File: config.mk
export PLATFORM = sky130hd
export DESIGN_NAME = layer_compositor
export DESIGN_NICKNAME = d
export VERILOG_FILES = /design/src/rtl/compositor_pkg.sv /design/src/rtl/compositor_flash_ctr.sv /design/src/rtl/layer_compositor.sv
export SDC_FILE = /design/constraint.sdc
export NUM_CORES = 1
export LEC_CHECK = 0
export CAP_MARGIN = 10
export CORE_MARGIN = 5
export CORE_UTILIZATION = 50
export CTS_CLUSTER_DIAMETER = 60
export DETAILED_ROUTE_END_ITERATION = 12
export PLACE_DENSITY = 0.83
export SYNTH_ARGS = -nofsm -noshare
export SYNTH_HDL_FRONTEND = slang
export SYNTH_SLANG_ARGS = --single-unit
File: constraint.sdc
create_clock -name clk -period 4.2 [get_ports clk]
set_clock_uncertainty 0.1 [all_clocks]
set_input_delay 1.05 -clock clk [delete_from_list [all_inputs] [get_ports clk]]
set_output_delay 1.05 -clock clk [all_outputs]
set_load 0.1 [all_outputs]
File: src/rtl/compositor_pkg.sv
// rtl/compositor_pkg.sv - shared types and sizing constants for the layer compositor
package compositor_pkg;

    typedef logic [15:0] rgb565_t;

    localparam int PIXELS                = 6144;
    localparam int IDX_W                 = 13;
    localparam int FLASH_FRAMES_DEFAULT  = 8;
    localparam int CNT_W                 = $clog2(FLASH_FRAMES_DEFAULT + 1);

    function automatic int flash_cnt_w(input int frames);
        return $clog2(frames + 1);
    endfunction

endpackage

File: src/rtl/compositor_flash_ctr.sv
// rtl/compositor_flash_ctr.sv - per-layer hit-flash frame counter
// A request always reloads the count, even on a frame_begin cycle.
module compositor_flash_ctr
    import compositor_pkg::*;
#(
    parameter int FLASH_FRAMES = FLASH_FRAMES_DEFAULT,
    parameter int CNT_W_P      = CNT_W
) (
    input  logic clk,
    input  logic reset_n,
    input  logic flash_req,
    input  logic frame_begin,
    output logic active
);

    logic [CNT_W_P-1:0] cnt_q;
    logic [CNT_W_P-1:0] cnt_d;

    always_comb begin
        cnt_d = cnt_q;
        if (flash_req) begin
            cnt_d = CNT_W_P'(FLASH_FRAMES);
        end else if (frame_begin && (cnt_q != '0)) begin
            cnt_d = cnt_q - CNT_W_P'(1);
        end
    end

    always_ff @(posedge clk or negedge reset_n) begin
        if (!reset_n) begin
            cnt_q <= '0;
        end else begin
            cnt_q <= cnt_d;
        end
    end

    assign active = (cnt_q != '0);

endmodule

File: src/rtl/layer_compositor.sv
// rtl/layer_compositor.sv - N-layer RGB565 priority compositor with per-frame overlap capture
// Hit-flash counters are built only when COMPOSITOR_FLASH_EN is defined.
module layer_compositor
    import compositor_pkg::*;
#(
    parameter int      N_LAYERS     = 4,
    parameter rgb565_t TRANSPARENT  = 16'h0000,
    parameter rgb565_t BG_COLOUR    = 16'h0000,
    parameter int      FLASH_FRAMES = 8,
    parameter rgb565_t FLASH_COLOUR = 16'hFFFF
) (
    input  logic                     clk,
    input  logic                     reset_n,
    input  logic                     frame_begin,
    input  logic                     in_valid,
    input  logic [IDX_W-1:0]         pixel_index,
    input  logic [16*N_LAYERS-1:0]   layer_colour,
    input  logic [N_LAYERS-1:0]      layer_en,
    input  logic [N_LAYERS-1:0]      flash_req,
    output logic                     out_valid,
    output logic [IDX_W-1:0]         out_index,
    output logic [15:0]              oled_colour,
    output logic [N_LAYERS-1:0]      overlap_out
);

    logic                   s1_valid_q;
    logic [IDX_W-1:0]       s1_index_q;
    logic [16*N_LAYERS-1:0] s1_colour_q;
    logic [N_LAYERS-1:0]    active_en_q;
    logic [N_LAYERS-1:0]    acc_q;
    logic [N_LAYERS-1:0]    acc_d;
    logic [N_LAYERS-1:0]    overlap_q;
    logic                   out_valid_q;
    logic [IDX_W-1:0]       out_index_q;
    rgb565_t                oled_colour_q;

    logic [N_LAYERS-1:0]    opaque;
    logic [N_LAYERS-1:0]    hit;
    logic [N_LAYERS-1:0]    flash_act;
    rgb565_t                sel_colour;

`ifdef COMPOSITOR_FLASH_EN
    localparam int FLASH_CNT_W = flash_cnt_w(FLASH_FRAMES);

    for (genvar g = 0; g < N_LAYERS; g++) begin : g_flash
        compositor_flash_ctr #(
            .FLASH_FRAMES (FLASH_FRAMES),
            .CNT_W_P      (FLASH_CNT_W)
        ) u_flash_ctr (
            .clk         (clk),
            .reset_n     (reset_n),
            .flash_req   (flash_req[g]),
            .frame_begin (frame_begin),
            .active      (flash_act[g])
        );
    end
`else
    logic unused_flash;
    assign unused_flash = ^{flash_req, FLASH_FRAMES[7:0]};
    assign flash_act    = '0;
`endif

    // Descending scan so the lowest-index opaque layer is the last (winning) assignment.
    always_comb begin
        opaque     = '0;
        hit        = '0;
        sel_colour = BG_COLOUR;
        for (int i = 0; i < N_LAYERS; i++) begin
            opaque[i] = active_en_q[i] && (s1_colour_q[16*i +: 16] != TRANSPARENT);
        end
        for (int i = 0; i < N_LAYERS; i++) begin
            hit[i] = opaque[i] && (|(opaque & ~(N_LAYERS'(1) << i)));
        end
        for (int i = N_LAYERS - 1; i >= 0; i--) begin
            if (opaque[i]) begin
                sel_colour = flash_act[i] ? FLASH_COLOUR : s1_colour_q[16*i +: 16];
            end
        end
    end

    // A pixel sitting in S1 on the frame_begin cycle is credited to the new frame.
    always_comb begin
        acc_d = frame_begin ? '0 : acc_q;
        if (s1_valid_q) begin
            acc_d = acc_d | hit;
        end
    end

    always_ff @(posedge clk or negedge reset_n) begin
        if (!reset_n) begin
            s1_valid_q    <= 1'b0;
            s1_index_q    <= '0;
            s1_colour_q   <= '0;
            active_en_q   <= '1;
            acc_q         <= '0;
            overlap_q     <= '0;
            out_valid_q   <= 1'b0;
            out_index_q   <= '0;
            oled_colour_q <= BG_COLOUR;
        end else begin
            s1_valid_q  <= in_valid;
            s1_index_q  <= pixel_index;
            s1_colour_q <= layer_colour;
            acc_q       <= acc_d;
            out_valid_q <= s1_valid_q;
            if (frame_begin) begin
                active_en_q <= layer_en;
                overlap_q   <= acc_q;
            end
            if (s1_valid_q) begin
                out_index_q   <= s1_index_q;
                oled_colour_q <= sel_colour;
            end
        end
    end

    assign out_valid   = out_valid_q;
    assign out_index   = out_index_q;
    assign oled_colour = oled_colour_q;
    assign overlap_out = overlap_q;

endmodule
==> flow_summary.toml <==
[global_routing]
gr-total-overflow = 0
track_usage_pct = 22.0
antenna_found_initial = 0
grt_max_degree = 63
grt_pass1_wl_um = 16900
grt_pass1_vias = 3306

[synthesis]
seq_area_frac_synth_pct = 71.2
syn_inst = 312
ys_ff_latch = 120
synth_compound_area_share_pct = 12.6
ys_types = 32
synth_top_family_by_area = "compound AO/OA/AOI/OAI gates"
netlist_area_um2 = 4230
muxShareOfSynthArea_pct = 5.54
synth_top_cell_by_area = "dfrtp_1"
synth_xor_area_share_pct = 0
synthTopCellsByArea = "dfrtp_1 69%, mux2_2 5.1%, nand2_1 3.1%, dfstp_2 2.5%, or4_1 2.0%"
synth_nets = 401
yosysWarnings = 0
yosysTopAreaCellShare_pct = 68.7
avgSynthCellArea_um2 = 13.5
synthAdderAreaFrac_pct = 0
synthSimpleGateAreaFrac_pct = 8.32

[critical_path]
required_ps = 3050
worstReg2RegEnd = "oled_colour[8]"
cp_max_fo = 2
end_kind = "output pin"
crit_type = "register to output pin"
startpoint_type = "register"
timing.critical_path.buf_inv = 1
r2r_start = "s1_colour_q[11]"
path_cells = "clkdlybuf4s50_1"
cp.arrival_ps = 2070
reg2reg_slack_ps = 1270
critPathTopFamily = "buffers and inverters"
slowest_delay_ps = 1160
cpMaxStageDelayCell = "clkdlybuf4s50_1"
worstRegToRegCells = 6

[clocking]
clk_pin_slew_ps = 60
cts_setup_buffers = 0
insertion_delay_ps = 520
cts-root-buf = "clkbuf_8"
postCtsHoldBufs = 0
numCtsBuffers = 17
clock_sinks = 120
clk_path_buf_depth = 2
cts_tree = "done"
cts_max_level = 4
ctsResizeCount = 0

[placement]
dp_hpwl_um = 7240
io_buffers = 118
gp_congestion = 0.827
place_ws_ps = 1370

[hold_path]
min_path_cells = 1
min_to = "out_index[11]"
hp-class = "register to register"
worstHoldStart = "s1_index_q[11]"

[sta]
worstMarginPinSlew_ps = 1030
fin_setup_tns_ps = 0
slew_headroom_pct = 31.1
slew_violations = 0
hold_ws_ps = 373
post-route-period-util_pct = 76.7
setup_ws_ps = 977
rsz0062_at_grt = "no"
fmax_ghz = 0.310
hold_violations = 0
min_period_ps = 3220
setup_viol = 0

[floorplanning]
dieArea_um2 = 10400
core_area_um2 = 8220
dieHeight_um = 102
io_pins = 123
num_rows = 33
fp.dieW_um = 102
start_util_pct = 51.4

[drt]
viasPerCell = 5.51
wl_um = 10700
routed.top_layer = "met4"
dr_wl_met3_um = 1210
first_pass_iters = 4
vias = 3068
wl_met2_um = 5360
routedLengthMet1_um = 3940
antenna_left = 0
wl_per_cell_um = 19.2
drc = 0
drtIter0Drc = 321

[final_layout]
drive_above_1_share_pct = 13.9
antenna_cells = 0
fill_cells = 502
fin_nets = 528
area_growth_pct = 44.5

[pwr]
powerDensity_nw_per_um2 = 557
power.switching_w = 0.00107
p_seq_share_pct = 38.6
swShare_pct = 31.5
intPower_w = 0.00233
peakVddDrop_mv = 0.381
p_leak_nw = 2.58
pwr-share-comb_pct = 19.8
p_clk_share_pct = 41.5

[flow_run]
maxCapViolations = 0

[outcome]
status = "complete, no violations"
-- metrics by stage --
stage	area [µm²]	cells	total power (W)	utilization, %
global placement	5520	525	0.00199	67.1
finish	6100	557	0.00340	74.3
detailed placement	5520	525	0.00200	67.1
CTS	6100	557	0.00341	74.3
floorplan	4230	312	0.00176	-
global route	6100	557	0.00352	74.3
-- placed cells by master, fill, tap and decap left out, types with 11 or more instances in the layout --
master and instances:
nand2_1 35, dfrtp_1 116, o21ai_0 13, clkbuf_16 16, clkdlybuf4s50_1 117, nor2_1 14
mux2_2 19, or4_1 11, inv_1 12, a31oi_1 12
-- power groups by stage --
stage               clock network (W)  logic (W)  registers [W]
global placement                    0   0.000664        0.00132
CTS                           0.00143   0.000677        0.00131
finish                        0.00141   0.000673        0.00131
floorplan                           0   0.000129        0.00163
global route                  0.00149   0.000705        0.00132
detailed placement                  0   0.000672        0.00133
-- cell type report --
type	count	area [µm²]	area share, %
clock inverters	14	161	2.64
repair buffers	121	1210	19.9
flip-flops and latches	120	3010	49.3
inverters	12	45.0	0.738
well taps	105	131	2.15
clock buffers	18	428	7.01
multi-input cells	167	1120	18.3
-- worst max path at each step --
stage	start	endpoint	slack, ps	cells after the start
after floorplan	s1_colour_q[42]	oled_colour[0]	1960	5
after detailed placement	s1_colour_q[8]	oled_colour[8]	1370	6
after global placement	s1_colour_q[42]	oled_colour[7]	1470	5
after CTS	oled_colour[1]	oled_colour[1]	960	1
final	oled_colour[1]	oled_colour[1]	980	1
after global routing	oled_colour[1]	oled_colour[1]	930	1
-- sequential cells by signal, indices dropped and copies added (netlist names) --
name and flops:
s1_colour_q 64, oled_colour 16, out_index 13, s1_index_q 13, acc_q 4, active_en_q 4
overlap_out 4, out_valid 1, s1_valid_q 1
-- cells in the mapped netlist, drive strengths merged --
| master | number |
|---|---|
| dfstp | 4 |
| a21oi | 9 |
| o21ai | 17 |
| clkbuf | 9 |
| nor2b | 1 |
| o41ai | 2 |
| or4 | 12 |
| nand3 | 6 |
| o221ai | 8 |
| mux2i | 2 |
| o21a | 2 |
| o2111ai | 2 |
| buf | 4 |
| o22a | 2 |
| dfrtp | 116 |
| nand2b | 1 |
| a41oi | 1 |
| o22ai | 8 |
| a31oi | 12 |
| mux2 | 19 |
| nor4 | 5 |
| nor2 | 14 |
| a21o | 5 |
| o211ai | 2 |
| inv | 12 |
| o41a | 2 |
| nand2 | 35 |
-- cells by family (layout without fill, tap and decap cells) --
kind of cell           Yosys count  after routing
buffers and inverters           25            165
and+or+nand+nor                 74             74
AOI/OAI and AO/OA               72             72
DFF                            120            120
muxes                           21             21
-- per-layer routing --
metal | up-vias | track usage (%)
met5 | - | 0
met4 | 0 | 6.36
met3 | 19 | 10.2
met2 | 158 | 37.1
met1 | 1506 | 25.3
li1 | 1385 | -
(Power assumes the default switching activity.)
